$ cat src/rtl/ldpc_pkg.sv
`timescale 1ns / 1ps
// Shared constants, FSM state codes and write-command payload for the LDPC frame-SRAM front end.
package ldpc_pkg;

    localparam int unsigned DEPTH = 800;
    localparam int unsigned DW    = 16;
    localparam int unsigned AW    = 20;
    localparam int unsigned BASE  = 0;
    localparam int unsigned CW    = $clog2(DEPTH);

    localparam logic [1:0] ST_IDLE  = 2'd0;
    localparam logic [1:0] ST_LOAD  = 2'd1;
    localparam logic [1:0] ST_DRAIN = 2'd2;
    localparam logic [1:0] ST_DONE  = 2'd3;

    // One registered SRAM write-port beat.
    typedef struct packed {
        logic          wen;
        logic [AW-1:0] addr;
        logic [DW-1:0] data;
    } wr_cmd_t;

endpackage

$ cat src/rtl/llr_frame_loader_if.sv
`timescale 1ns / 1ps
// Bundle of the loader's upstream stream, decoder handshake and SRAM-side port signals.
interface llr_frame_loader_if;
    import ldpc_pkg::*;

    logic          i_start;
    logic          i_valid;
    logic [DW-1:0] i_data;
    logic          o_ready;
    logic          o_done;
    logic          i_ack;
    logic          i_rreq;
    logic [AW-1:0] i_raddr;
    logic          o_rvalid;
    logic          o_err;
    logic          o_wen;
    logic [AW-1:0] o_waddr;
    logic [DW-1:0] o_wdata;
    logic [AW-1:0] o_raddr;

    modport slave (
        input  i_start, i_valid, i_data, i_ack, i_rreq, i_raddr,
        output o_ready, o_done, o_rvalid, o_err, o_wen, o_waddr, o_wdata, o_raddr
    );

    modport master (
        output i_start, i_valid, i_data, i_ack, i_rreq, i_raddr,
        input  o_ready, o_done, o_rvalid, o_err, o_wen, o_waddr, o_wdata, o_raddr
    );

endinterface

$ cat src/rtl/llr_frame_loader.sv
`timescale 1ns / 1ps
// Loads one LLR frame into the frame SRAM, then serves decoder reads until the frame is released.
module llr_frame_loader
    import ldpc_pkg::*;
(
    input  logic               clk,
    input  logic               rst,
    llr_frame_loader_if.slave  bus
);

    logic [1:0]    state_q, state_d;
    logic [CW-1:0] cnt_q, cnt_d;
    logic          ready_q, ready_d;
    logic          done_q, done_d;
    logic          rvalid_q, rvalid_d;
    logic          err_q, err_d;
    wr_cmd_t       wr_q, wr_d;

    logic          beat_c;
    logic          in_done_c;
    logic          rd_ok_c;

    always_ff @(posedge clk) begin
        if (rst) begin
            state_q  <= ST_IDLE;
            cnt_q    <= '0;
            ready_q  <= 1'b0;
            done_q   <= 1'b0;
            rvalid_q <= 1'b0;
            err_q    <= 1'b0;
            wr_q     <= '{wen: 1'b0, addr: AW'(BASE), data: DW'(0)};
        end else begin
            state_q  <= state_d;
            cnt_q    <= cnt_d;
            ready_q  <= ready_d;
            done_q   <= done_d;
            rvalid_q <= rvalid_d;
            err_q    <= err_d;
            wr_q     <= wr_d;
        end
    end

    always_comb begin
        state_d   = state_q;
        cnt_d     = cnt_q;
        wr_d      = wr_q;
        wr_d.wen  = 1'b0;
        err_d     = err_q;

        in_done_c = (state_q == ST_DONE);
        beat_c    = ready_q && bus.i_valid;
        rd_ok_c   = in_done_c && bus.i_rreq && (bus.i_raddr < AW'(DEPTH));

        case (state_q)
            ST_IDLE: begin
                if (bus.i_start) begin
                    state_d = ST_LOAD;
                    cnt_d   = '0;
                end
            end
            ST_LOAD: begin
                if (beat_c) begin
                    wr_d.wen  = 1'b1;
                    wr_d.addr = AW'(BASE) + AW'(cnt_q);
                    wr_d.data = bus.i_data;
                    // Exit on the last word so cnt never wraps.
                    if (cnt_q == CW'(DEPTH - 1)) begin
                        state_d = ST_DRAIN;
                    end else begin
                        cnt_d = cnt_q + CW'(1);
                    end
                end
            end
            ST_DRAIN: begin
                state_d = ST_DONE;
            end
            ST_DONE: begin
                if (bus.i_ack) begin
                    state_d = ST_IDLE;
                end
            end
            default: begin
                state_d = ST_IDLE;
            end
        endcase

        ready_d  = (state_d == ST_LOAD);
        // o_done trails DONE entry by one cycle so the drained write has landed first.
        done_d   = in_done_c && !bus.i_ack;
        rvalid_d = rd_ok_c;

        if ((bus.i_rreq && !rd_ok_c) ||
            (bus.i_valid && !ready_q) ||
            (bus.i_ack && !in_done_c)) begin
            err_d = 1'b1;
        end
    end

    assign bus.o_ready  = ready_q;
    assign bus.o_done   = done_q;
    assign bus.o_rvalid = rvalid_q;
    assign bus.o_err    = err_q;
    assign bus.o_wen    = wr_q.wen;
    assign bus.o_waddr  = wr_q.addr;
    assign bus.o_wdata  = wr_q.data;
    assign bus.o_raddr  = AW'(BASE) + bus.i_raddr;

endmodule

$ cat src/flat_wrapper.sv
// flat-port wrapper written by rule: the top's interface ports become plain ports
module llr_frame_loader_flat import ldpc_pkg::*;
  (clk, rst, bus_i_start, bus_i_valid, bus_i_data, bus_i_ack, bus_i_rreq, bus_i_raddr, bus_o_ready, bus_o_done, bus_o_rvalid, bus_o_err, bus_o_wen, bus_o_waddr, bus_o_wdata, bus_o_raddr);
  llr_frame_loader_if bus_i ();
  input  logic clk;
  input  logic rst;
  input wire logic [$bits(bus_i.i_start)-1:0] bus_i_start;
  input wire logic [$bits(bus_i.i_valid)-1:0] bus_i_valid;
  input wire logic [$bits(bus_i.i_data)-1:0] bus_i_data;
  input wire logic [$bits(bus_i.i_ack)-1:0] bus_i_ack;
  input wire logic [$bits(bus_i.i_rreq)-1:0] bus_i_rreq;
  input wire logic [$bits(bus_i.i_raddr)-1:0] bus_i_raddr;
  output wire logic [$bits(bus_i.o_ready)-1:0] bus_o_ready;
  output wire logic [$bits(bus_i.o_done)-1:0] bus_o_done;
  output wire logic [$bits(bus_i.o_rvalid)-1:0] bus_o_rvalid;
  output wire logic [$bits(bus_i.o_err)-1:0] bus_o_err;
  output wire logic [$bits(bus_i.o_wen)-1:0] bus_o_wen;
  output wire logic [$bits(bus_i.o_waddr)-1:0] bus_o_waddr;
  output wire logic [$bits(bus_i.o_wdata)-1:0] bus_o_wdata;
  output wire logic [$bits(bus_i.o_raddr)-1:0] bus_o_raddr;
  assign bus_i.i_start = bus_i_start;
  assign bus_i.i_valid = bus_i_valid;
  assign bus_i.i_data = bus_i_data;
  assign bus_i.i_ack = bus_i_ack;
  assign bus_i.i_rreq = bus_i_rreq;
  assign bus_i.i_raddr = bus_i_raddr;
  assign bus_o_ready = bus_i.o_ready;
  assign bus_o_done = bus_i.o_done;
  assign bus_o_rvalid = bus_i.o_rvalid;
  assign bus_o_err = bus_i.o_err;
  assign bus_o_wen = bus_i.o_wen;
  assign bus_o_waddr = bus_i.o_waddr;
  assign bus_o_wdata = bus_i.o_wdata;
  assign bus_o_raddr = bus_i.o_raddr;
  llr_frame_loader u_core (.clk(clk), .rst(rst), .bus(bus_i));
endmodule
$ cat config.mk
export PLATFORM = sky130hd
export DESIGN_NAME = llr_frame_loader_flat
export DESIGN_NICKNAME = d
export VERILOG_FILES = /design/src/rtl/ldpc_pkg.sv /design/src/rtl/llr_frame_loader_if.sv /design/src/rtl/llr_frame_loader.sv /design/src/flat_wrapper.sv
export SDC_FILE = /design/constraint.sdc
export NUM_CORES = 1
export LEC_CHECK = 0
export ABC_CLOCK_PERIOD_IN_PS = 4400
export CORE_ASPECT_RATIO = 0.8
export CORE_MARGIN = 8
export CORE_UTILIZATION = 42
export DETAILED_ROUTE_END_ITERATION = 12
export HOLD_SLACK_MARGIN = 0.08
export PLACE_DENSITY = 0.89
export SYNTH_ARGS = -nofsm -noshare
export SYNTH_HDL_FRONTEND = slang
export SYNTH_SLANG_ARGS = --single-unit
$ cat constraint.sdc
create_clock -name clk -period 4.4 [get_ports clk]
set_clock_uncertainty 0.1 [all_clocks]
set_input_delay 0.88 -clock clk [delete_from_list [all_inputs] [get_ports clk]]
set_output_delay 0.88 -clock clk [all_outputs]
set_load 0.005 [all_outputs]
==> flow_summary_export.csv, run 1 <==
group,metric,value,unit
run_status,status,"complete, no violations",
cells_and_area,multi_input_area,820,µm²
power,p_int,616,µW
setup_path,path_delay_family,"buffers and inverters",
logic_synthesis,synth_area_leaders,"dfxtp_1 (44%), buf_4 (12%), nand2_1 (11%), a21oi_1 (7.9%), clkbuf_1 (1.5%)",
cells_and_area,finish.utilization,59.6,%
logic_synthesis,synth_top_area_share,44.1,%
setup_path,cp_slowest_stage_delay,0.51,ns
setup_path,crit_fanout,2,
clocking,htreeDepth,2,
timing,fin_crit_sh,65.0,%
min_path,holdCritPathClass,"flop to flop",
routing,wl_per_cell,14.0,µm
setup_path,crit_chain,"clkdlybuf4s50_1 > clkdlybuf4s50_1",
timing,maxSlewViolCount,0,
global_routing,grt_pass1_wl,7.87,mm
cells_and_area,finalNonFillerCells,355,
clocking,cts_sinks,43,
setup_path,critPathLaunchType,"primary input",
clocking,cts_resized,0,
floorplanning,die_h,77.0,µm
logic_synthesis,synth_seq_cells,43,
logic_synthesis,syn_area,0.00195,mm²
power,pwr-share-clk,36.7,%
global_routing,antenna_found_initial,0,
routing,vias_per_cell,4.95,
logic_synthesis,ys_dominant_reg_cell,"dfxtp_1",
cells_and_area,final_cell_mix,"clkdlybuf4s50_1 (82), nand2_1 (56), dfxtp_1 (43)",
place,dpl.cell_count,348,
floorplanning,initial_core_util,43.0,%
setup_path,critical_path_class,"primary input to primary output",
setup_path,r2r_start,"u_core.state_q[0]$_SDFF_PP0_",
global_routing,grt_pass1_vias,1722,
setup_path,ff2ff_path_depth,4,
place,gp_congestion,0.796,
floorplanning,die_w,92.2,µm
routing,first_iter_violations,107,
logic_synthesis,synth_seq_area_share,44.1,%
cells_and_area,seqCellArea,861,µm²
logic_synthesis,synth_area_per_cell,8.17,µm²
floorplanning,die-area,0.00710,mm²
logic_synthesis,synth_warnings,0,
logic_synthesis,synth_cells,239,
clocking,cts_made_buffers,5,
timing,relSlewSlack,52.3,%
logic_synthesis,ys_async_sr_fraction,0,%
global_routing,grt_use_total,13.5,%
timing,setup_tns,0,ns
clocking,cts_hold_buf,0,
timing,finalSetupViolCount,0,
routing,drc_errors,0,
setup_path,path_buf_inv,2,
routing,first_pass_iters,4,
power,p_leak,0.000935,µW
timing,worst_slew_pin_slew,0.712,ns
routing,ant_nets,0,
setup_path,worst_ep_required_time,3.42,ns
power,p_sw,155,µW
routing,vias,1757,
floorplanning,io_pins,103,
timing,finalHoldViolations,0,
clocking,clk_pin_slew_worst_paths,0.07,ns
min_path,hp-start,"u_core.bus.o_wdata[15]$_SDFFE_PP0P_",
cells_and_area,nets,338,
clocking,postCtsSetupRepairBufs,0,
global_routing,grt_max_degree,25,
cells_and_area,layout_commonest_cell,"clkdlybuf4s50_1",
setup_path,arrival,1.88,ns
place,hpwlAfterDp,3.93,mm
logic_synthesis,ys_types,44,
power,vdd_drop_max,0.188,mV
global_routing,overflow,0,
clocking,cts_buffer_depth,2,
floorplanning,rows,22,
cells_and_area,fillCellCount,414,
timing,fmax,350,MHz
setup_path,cpMostUsedCell,"clkdlybuf4s50_1",
routing,wl,4.96,mm
min_path,min_to,"u_core.bus.o_wdata[15]$_SDFFE_PP0P_",
cells_and_area,area_growth_syn_to_layout,38.7,%
clocking,worstSkewPairLatency,0.28,ns
power,p_sw_share,20.2,%
logic_synthesis,yosys.area.top_type,"dfxtp_1",
setup_path,cp_slowest_cell,"clkdlybuf4s50_1",
setup_path,rr_endpoint,"u_core.cnt_q[0]$_SDFFE_PP0P_",
clocking,cts_tree,"done",
timing,rsz0062_at_grt,"false",
run,cap_violations,0,
power,p_seq_share,51.7,%
place,io_buffers,82,
power,power_density,285,mW/mm²
timing,timing.final.crit_period,2.86,ns
min_path,whs_path_depth,2,
timing,timing.final.ws_setup,1.54,ns
cells_and_area,antenna_cells,0,
power,combPwrFrac,11.6,%
setup_path,rrSetupSlack,2.26,ns
floorplanning,core,0.00454,mm²
cells_and_area,drive_gt1_share,3.73,%
place,post-place-ws,1.40,ns
logic_synthesis,synth_edf_count,0,
setup_path,cp-end-kind,"primary output",
clocking,root_buffer,"clkbuf_8",
[cell families (layout without fill, tap and decap cells)]
logic type | count (synthesis) | count (layout) | synth area share (%)
XOR/XNOR | 2 | 2 | 0.897
AO/OA/AOI/OAI | 50 | 50 | 15.2
adder cells (fa/ha/maj) | 1 | 1 | 0.641
buffers and inverters | 47 | 94 | 15.7
flip-flops | 43 | 43 | 44.1
AND/OR/NAND/NOR | 95 | 95 | 23.3
other | 1 | 10 | 0.192
[power by group through the flow]
stage	Clock [µW]	Combinational, µW	Sequential (µW)
6_report	283	89.3	399
5_1_grt	314	96.3	399
4_1_cts	293	89.9	399
3_5_place_dp	0	89.4	408
3_3_place_gp	0	87.7	407
2_1_floorplan	0	46.6	406
[worst max path at each step]
stage	from	end	slack, ns	cells past startpoint
after detailed placement	bus_i_valid	u_core.cnt_q[0]$_SDFFE_PP0P_	1.40	5
after global routing	bus_i_raddr[13]	bus_o_raddr[13]	1.49	2
after global placement	bus_i_valid	u_core.cnt_q[0]$_SDFFE_PP0P_	1.48	5
after CTS	bus_i_raddr[13]	bus_o_raddr[13]	1.52	2
final	bus_i_raddr[7]	bus_o_raddr[7]	1.54	2
after floorplan	bus_i_valid	u_core.cnt_q[9]$_SDFFE_PP0P_	2.42	5
[routing by layer]
layer	wire [µm]	up-vias	global-route usage (%)
met5	0	-	0
met4	56	0	4.98
met3	413	5	5.74
met2	2520	55	23.6
met1	1980	806	14.0
li1	-	891	-
[registers in the layout, indices dropped and copies added (netlist names)]
signal,flops
u_core.bus.o_rvalid,1
u_core.bus.o_wen,1
u_core.cnt_q,10
u_core.bus.o_err,1
u_core.bus.o_ready,1
u_core.bus.o_wdata,16
u_core.bus.o_done,1
u_core.bus.o_waddr,10
u_core.state_q,2
[through the flow]
step	hold WS [ns]	total power, µW	cell area (µm²)
after floorplan	0.340	453	1990
after global placement	0.342	495	2610
after detailed placement	0.346	497	2610
after CTS	0.356	781	2710
after global routing	0.370	809	2710
final	0.353	771	2710
[cells in the mapped netlist (2+ instances only)]
cell	count
nand3_1	5
nor2_1	7
or3_1	3
clkbuf_1	8
a21oi_1	31
nor3b_1	2
nor3_1	4
nand2_1	56
buf_4	31
buf_2	5
inv_1	2
nor4b_1	2
and4_1	2
and3_1	3
dfxtp_1	43
o21ai_0	5
nor4_1	2
nand4b_1	2
[layout make-up]
type | count | area share, %
flip-flops and latches | 43 | 31.8
repair buffers | 85 | 31.1
multi-input cells | 158 | 30.3
well taps | 60 | 2.77
clock buffers | 6 | 2.68
clock inverters | 1 | 1.11
inverters | 2 | 0.277
No activity file was read; power rests on OpenSTA's default activity.
==> run 2: changes to the inputs <==
--- a/config.mk
+++ b/config.mk
@@ -5,13 +5,13 @@
 export SDC_FILE = /design/constraint.sdc
 export NUM_CORES = 1
 export LEC_CHECK = 0
-export ABC_CLOCK_PERIOD_IN_PS = 4400
+export ABC_CLOCK_PERIOD_IN_PS = 2370
 export CORE_ASPECT_RATIO = 0.8
 export CORE_MARGIN = 8
-export CORE_UTILIZATION = 42
+export CORE_UTILIZATION = 35
 export DETAILED_ROUTE_END_ITERATION = 12
 export HOLD_SLACK_MARGIN = 0.08
-export PLACE_DENSITY = 0.89
+export PLACE_DENSITY = 0.8
 export SYNTH_ARGS = -nofsm -noshare
 export SYNTH_HDL_FRONTEND = slang
 export SYNTH_SLANG_ARGS = --single-unit
==> constraint.sdc (replaced) <==
create_clock -name clk -period 2.37 [get_ports clk]
set_clock_uncertainty 0.1 [all_clocks]
set_input_delay 0.474 -clock clk [delete_from_list [all_inputs] [get_ports clk]]
set_output_delay 0.474 -clock clk [all_outputs]
set_load 0.005 [all_outputs]
==> run 2 against run 1 <==
Core utilization decreased by 8.9 points. First-iteration DRC count increased by 0.93%. Worst setup slack got worse by 1.2 ns. Non-clock buffer count increased by 4. Combinational power increased by 89%. Wire length increased by 0.24%. Count of clock-buffer cells in the layout unchanged. Critical path type unchanged. Critical endpoint is now bus_o_raddr[17].
==> flow_summary_export.csv, run 2 (synthesis results as in run 1) <==
group,metric,value,unit
run_status,status,"complete, no violations",
timing,rsz0062_at_grt,"false",
routing,drc_errors,0,
setup_path,crit_start,"bus_i_raddr[17]",
cells_and_area,area_growth_syn_to_layout,40.4,%
cells_and_area,final_cell_mix,"clkdlybuf4s50_1 (82), nand2_1 (56), dfxtp_1 (43)",
clocking,cts_buffer_depth,2,
min_path,hp-start,"u_core.bus.o_waddr[1]$_SDFFE_PP0P_",
place,io_buffers,82,
cells_and_area,layout_commonest_cell,"clkdlybuf4s50_1",
setup_path,rrSetupSlack,0.53,ns
setup_path,crit_fanout,2,
clocking,cts_made_buffers,5,
global_routing,overflow,0,
routing,wl_per_cell,13.7,µm
clocking,postCtsSetupRepairBufs,0,
routing,first_pass_iters,4,
routing,ant_nets,0,
min_path,min_to,"u_core.bus.o_waddr[1]$_SDFFE_PP0P_",
routing,vias_per_cell,4.82,
floorplanning,die_h,82.8,µm
floorplanning,die-area,0.00824,mm²
setup_path,cp_slowest_stage_delay,0.51,ns
min_path,holdCritPathClass,"flop to flop",
run,cap_violations,0,
global_routing,grt_pass1_wl,8.28,mm
floorplanning,die_w,99.5,µm
setup_path,r2r_start,"u_core.cnt_q[0]$_SDFFE_PP0P_",
place,gp_congestion,0.821,
cells_and_area,nets,342,
setup_path,critical_path_class,"primary input to primary output",
global_routing,antenna_found_initial,0,
cells_and_area,largest_reg_flops,16,
clocking,root_buffer,"clkbuf_8",
setup_path,cp_slowest_cell,"clkdlybuf4s50_1",
clocking,htreeDepth,2,
routing,first_iter_violations,108,
floorplanning,rows,24,
floorplanning,core,0.00541,mm²
global_routing,met2_usage,19.4,%
setup_path,cp-end-kind,"primary output",
setup_path,ff2ff_path_depth,5,
setup_path,path_delay_family,"buffers and inverters",
timing,fmax,490,MHz
setup_path,rr_endpoint,"u_core.cnt_q[5]$_SDFFE_PP0P_",
global_routing,grt_pass1_vias,1695,
global_routing,grt_use_total,12.0,%
setup_path,cpMostUsedCell,"clkdlybuf4s50_1",
setup_path,crit_chain,"clkdlybuf4s50_1 > clkdlybuf4s50_1",
setup_path,critPathLaunchType,"primary input",
clocking,cts_sinks,43,
cells_and_area,drive_gt1_share,5.35,%
min_path,whs_path_depth,2,
power,vdd_drop_max,0.226,mV
global_routing,gr-usage-met3,5.92,%
timing,finalSetupViolCount,0,
floorplanning,initial_core_util,36.1,%
place,hpwlAfterDp,3.91,mm
global_routing,grt-busiest-layer,"met2",
routing,wl,4.98,mm
timing,fin_crit_sh,86.2,%
clocking,cts_tree,"done",
routing,vias,1756,
power,power_density,499,mW/mm²
timing,hold_ws,0.353,ns
clocking,clk_pin_slew_worst_paths,0.08,ns
setup_path,arrival,1.47,ns
setup_path,worst_ep_required_time,1.80,ns
floorplanning,io_pins,103,
cells_and_area,fillCellCount,523,
global_routing,met1_usage,13.8,%
clocking,worstSkewPairLatency,0.29,ns
clocking,cts_hold_buf,0,
power,p_leak,0.000953,µW
clocking,cts_resized,0,
timing,maxSlewViolCount,0,
setup_path,path_buf_inv,2,
timing,finalHoldViolations,0,
cells_and_area,antenna_cells,0,
global_routing,grt_max_degree,18,
timing,timing.final.crit_period,2.04,ns
timing,setup_tns,0,ns
[run 2: per-stage QoR]
step | worst slack, ns | util [%] | cell area [µm²] | total power [µW] | cells
2_1_floorplan | 0.637 | - | 1990 | 841 | 248
3_3_place_gp | 0.237 | 49.1 | 2660 | 925 | 357
3_5_place_dp | 0.206 | 49.1 | 2660 | 926 | 357
4_1_cts | 0.318 | 50.7 | 2740 | 1380 | 364
5_1_grt | 0.285 | 50.7 | 2740 | 1430 | 364
6_report | 0.328 | 50.7 | 2740 | 1370 | 364
[run 2: layer usage]
layer / share of wire [%] / wire (µm)
met2: 48 / 2390
met1: 42 / 2080
met4: 0.30 / 15
met5: 0 / 0
met3: 9.7 / 485
[run 2: layout make-up]
class | count | area (µm²) | share of cell area [%]
clock inverter | 1 | 5.00 | 0.182
multi-input combinational | 158 | 820 | 29.9
sequential | 43 | 861 | 31.4
inverter | 2 | 7.51 | 0.274
tap | 65 | 81.3 | 2.97
clock buffer | 6 | 82.6 | 3.01
timing repair buffer | 89 | 886 | 32.3
[run 2: worst register-to-register path, cell delays in order, from the launching register on]
cell	delay [ns]
dfxtp_1	0.37
ha_1	0.25
and4_1	0.26
and3_1	0.27
o31a_1	0.32
o21a_1	0.18
[run 2: report_power, final]
part / switching, µW / leakage [µW] / internal, µW / total [µW]
combinational: 61.8 / 0.000558 / 107 / 169
clock: 230 / 0.0000470 / 229 / 458
sequential: 8.35 / 0.000348 / 732 / 740
total: 300 / 0.000953 / 1070 / 1370
[run 2: how the worst max path moves through the flow]
| stage | end | slack (ns) | cells after the start |
|---|---|---|---|
| CTS | bus_o_raddr[5] | 0.32 | 2 |
| detailed placement | u_core.cnt_q[3]$_SDFFE_PP0P_ | 0.21 | 6 |
| floorplan | u_core.cnt_q[5]$_SDFFE_PP0P_ | 0.64 | 6 |
| global placement | u_core.cnt_q[3]$_SDFFE_PP0P_ | 0.24 | 6 |
| finish | bus_o_raddr[17] | 0.33 | 2 |
| global route | bus_o_raddr[13] | 0.29 | 2 |
==> run 3: changes to the inputs <==
--- a/config.mk
+++ b/config.mk
@@ -6,7 +6,7 @@
 export NUM_CORES = 1
 export LEC_CHECK = 0
 export ABC_CLOCK_PERIOD_IN_PS = 2370
-export CORE_ASPECT_RATIO = 0.8
+export CORE_ASPECT_RATIO = 1.1
 export CORE_MARGIN = 8
 export CORE_UTILIZATION = 35
 export DETAILED_ROUTE_END_ITERATION = 12
==> constraint.sdc (replaced) <==
create_clock -name clk -period 2.37 [get_ports clk]
set_clock_uncertainty 0.1 [all_clocks]
set_input_delay 0.711 -clock clk [delete_from_list [all_inputs] [get_ports clk]]
set_output_delay 0.711 -clock clk [all_outputs]
set_load 0.005 [all_outputs]
==> run 3 against run 2 <==
Sequential share of layout area shrank 0.77 points. Critical path depth is the same. First-iteration DRC count shrank 35%. Final area grew 2.5%. Global-route usage grew 1.1 points. Hold slack gained 0.0026 ns. Core utilization grew 1.4 points. Register-to-register slack lost 0.02 ns. Clock power grew 4%.
==> flow_summary_export.csv, run 3 (synthesis results as in run 1) <==
group,metric,value,unit
clocking,clk_pin_slew_worst_paths,0.09,ns
timing,timing.final.crit_period,2.26,ns
global_routing,grt_max_degree,21,
min_path,hp-start,"u_core.bus.o_waddr[7]$_SDFFE_PP0P_",
setup_path,crit_chain,"clkdlybuf4s50_1 > dlygate4sd2_1",
timing,fmax,443,MHz
global_routing,antenna_found_initial,0,
run,cap_violations,0,
cells_and_area,largest_reg_flops,16,
timing,finalHoldViolations,0,
global_routing,grt_use_total,13.1,%
floorplanning,rows,28,
clocking,cts_buffer_depth,2,
clocking,root_buffer,"clkbuf_8",
setup_path,cp_slowest_stage_delay,0.48,ns
power,vdd_drop_max,0.325,mV
min_path,holdCritPathClass,"flop to flop",
setup_path,cp-end-kind,"primary output",
cells_and_area,antenna_cells,0,
floorplanning,core,0.00540,mm²
setup_path,r2r_start,"u_core.cnt_q[0]$_SDFFE_PP0P_",
setup_path,critPathLaunchType,"primary input",
timing,fin_crit_sh,95.2,%
cells_and_area,area_growth_syn_to_layout,43.9,%
cells_and_area,fillCellCount,554,
routing,drc_errors,0,
routing,first_iter_violations,70,
routing,wl,5.16,mm
power,p_leak,0.00102,µW
global_routing,grt_pass1_wl,8.56,mm
clocking,cts_tree,"done",
routing,wl_per_cell,13.4,µm
cells_and_area,drive_gt1_share,9.00,%
clocking,worstSkewPairLatency,0.30,ns
routing,vias_per_cell,4.68,
timing,finalSetupViolCount,0,
setup_path,arrival,1.45,ns
clocking,htreeDepth,2,
clocking,cts_made_buffers,5,
timing,rsz0062_at_grt,"false",
run_status,status,"complete, no violations",
clocking,cts_sinks,43,
setup_path,path_buf_inv,2,
cells_and_area,finalNonFillerCells,386,
setup_path,worst_ep_required_time,1.56,ns
place,io_buffers,82,
floorplanning,io_pins,103,
place,gp_congestion,0.755,
routing,ant_nets,0,
cells_and_area,final_cell_mix,"clkdlybuf4s50_1 (67), nand2_1 (56), dfxtp_1 (43)",
floorplanning,die_w,87.2,µm
setup_path,cp_slowest_cell,"clkdlybuf4s50_1",
floorplanning,die_h,94.4,µm
power,power_density,494,mW/mm²
timing,maxSlewViolCount,0,
floorplanning,die-area,0.00823,mm²
global_routing,grt_pass1_vias,1765,
clocking,postCtsSetupRepairBufs,0,
setup_path,crit_fanout,2,
setup_path,critical_path_class,"primary input to primary output",
routing,vias,1806,
cells_and_area,layout_commonest_cell,"clkdlybuf4s50_1",
floorplanning,initial_core_util,36.2,%
global_routing,overflow,0,
place,hpwlAfterDp,4.14,mm
setup_path,path_delay_family,"buffers and inverters",
place,dpl.cell_count,378,
setup_path,crit_start,"bus_i_raddr[18]",
cells_and_area,nets,353,
power,power,1390,µW
routing,first_pass_iters,4,
## run 3: changes by cell type in the layout (fill, tap and decap cells not counted)
cell	delta
clkinv_2	-1
clkdlybuf4s50_1	-15
buf_12	-1
buf_4	+12
clkbuf_8	-1
clkinvlp_4	+2
inv_6	+1
dlygate4sd2_1	+15
## run 3: area by class of cell
cell class                      count  area (µm²)  area share, %
Clock inverter                      3        23.8          0.846
Timing Repair Buffer              100         937           33.3
Inverter                            2        7.51          0.267
Sequential cell                    43         861           30.6
Multi-Input combinational cell    158         820           29.1
Clock buffer                        5        68.8           2.45
Tap cell                           75        93.8           3.34
## run 3: path summary, 6_finish.rpt
kind / to / slack [ns] / cells after the start
worst max-delay path: bus_o_raddr[18] / 0.11 / 2
worst min-delay path: u_core.bus.o_waddr[7]$_SDFFE_PP0P_ / 0.36 / 2
worst max register to register: u_core.cnt_q[4]$_SDFFE_PP0P_ / 0.51 / 5
worst min register to register: u_core.bus.o_waddr[7]$_SDFFE_PP0P_ / 0.36 / 2
## run 3: report_power, final
| group | switching (µW) | internal, µW |
|---|---|---|
| logic | 65.7 | 107 |
| clock network | 266 | 211 |
| registers | 7.88 | 732 |
## run 3: timing repair
action                                  CTS  global route
resized for setup                        15             0
endpoints found under the setup margin   15             0
hold buffers                              0             0
## run 3: per-stage QoR
step | worst slack, ns | area [µm²] | hold slack (ns) | TNS (ns) | util [%]
2_1_floorplan | 0.563 | 1990 | 0.340 | 0 | -
4_1_cts | 0.101 | 2810 | 0.361 | 0 | 52.1
3_5_place_dp | -0.174 | 2740 | 0.349 | -2.30 | 50.7
6_report | 0.114 | 2810 | 0.356 | 0 | 52.1
5_1_grt | 0.0847 | 2810 | 0.376 | 0 | 52.1
3_3_place_gp | -0.142 | 2740 | 0.341 | -2.03 | 50.7
## run 3: per-layer routing
metal | track usage (%) | vias to the layer above | part of all wire [%]
met4 | 3.87 | 0 | 0.85
met2 | 24.5 | 42 | 54
met3 | 5.13 | 4 | 6.8
met1 | 13.0 | 840 | 39
met5 | 0 | - | 0
li1 | - | 920 | -
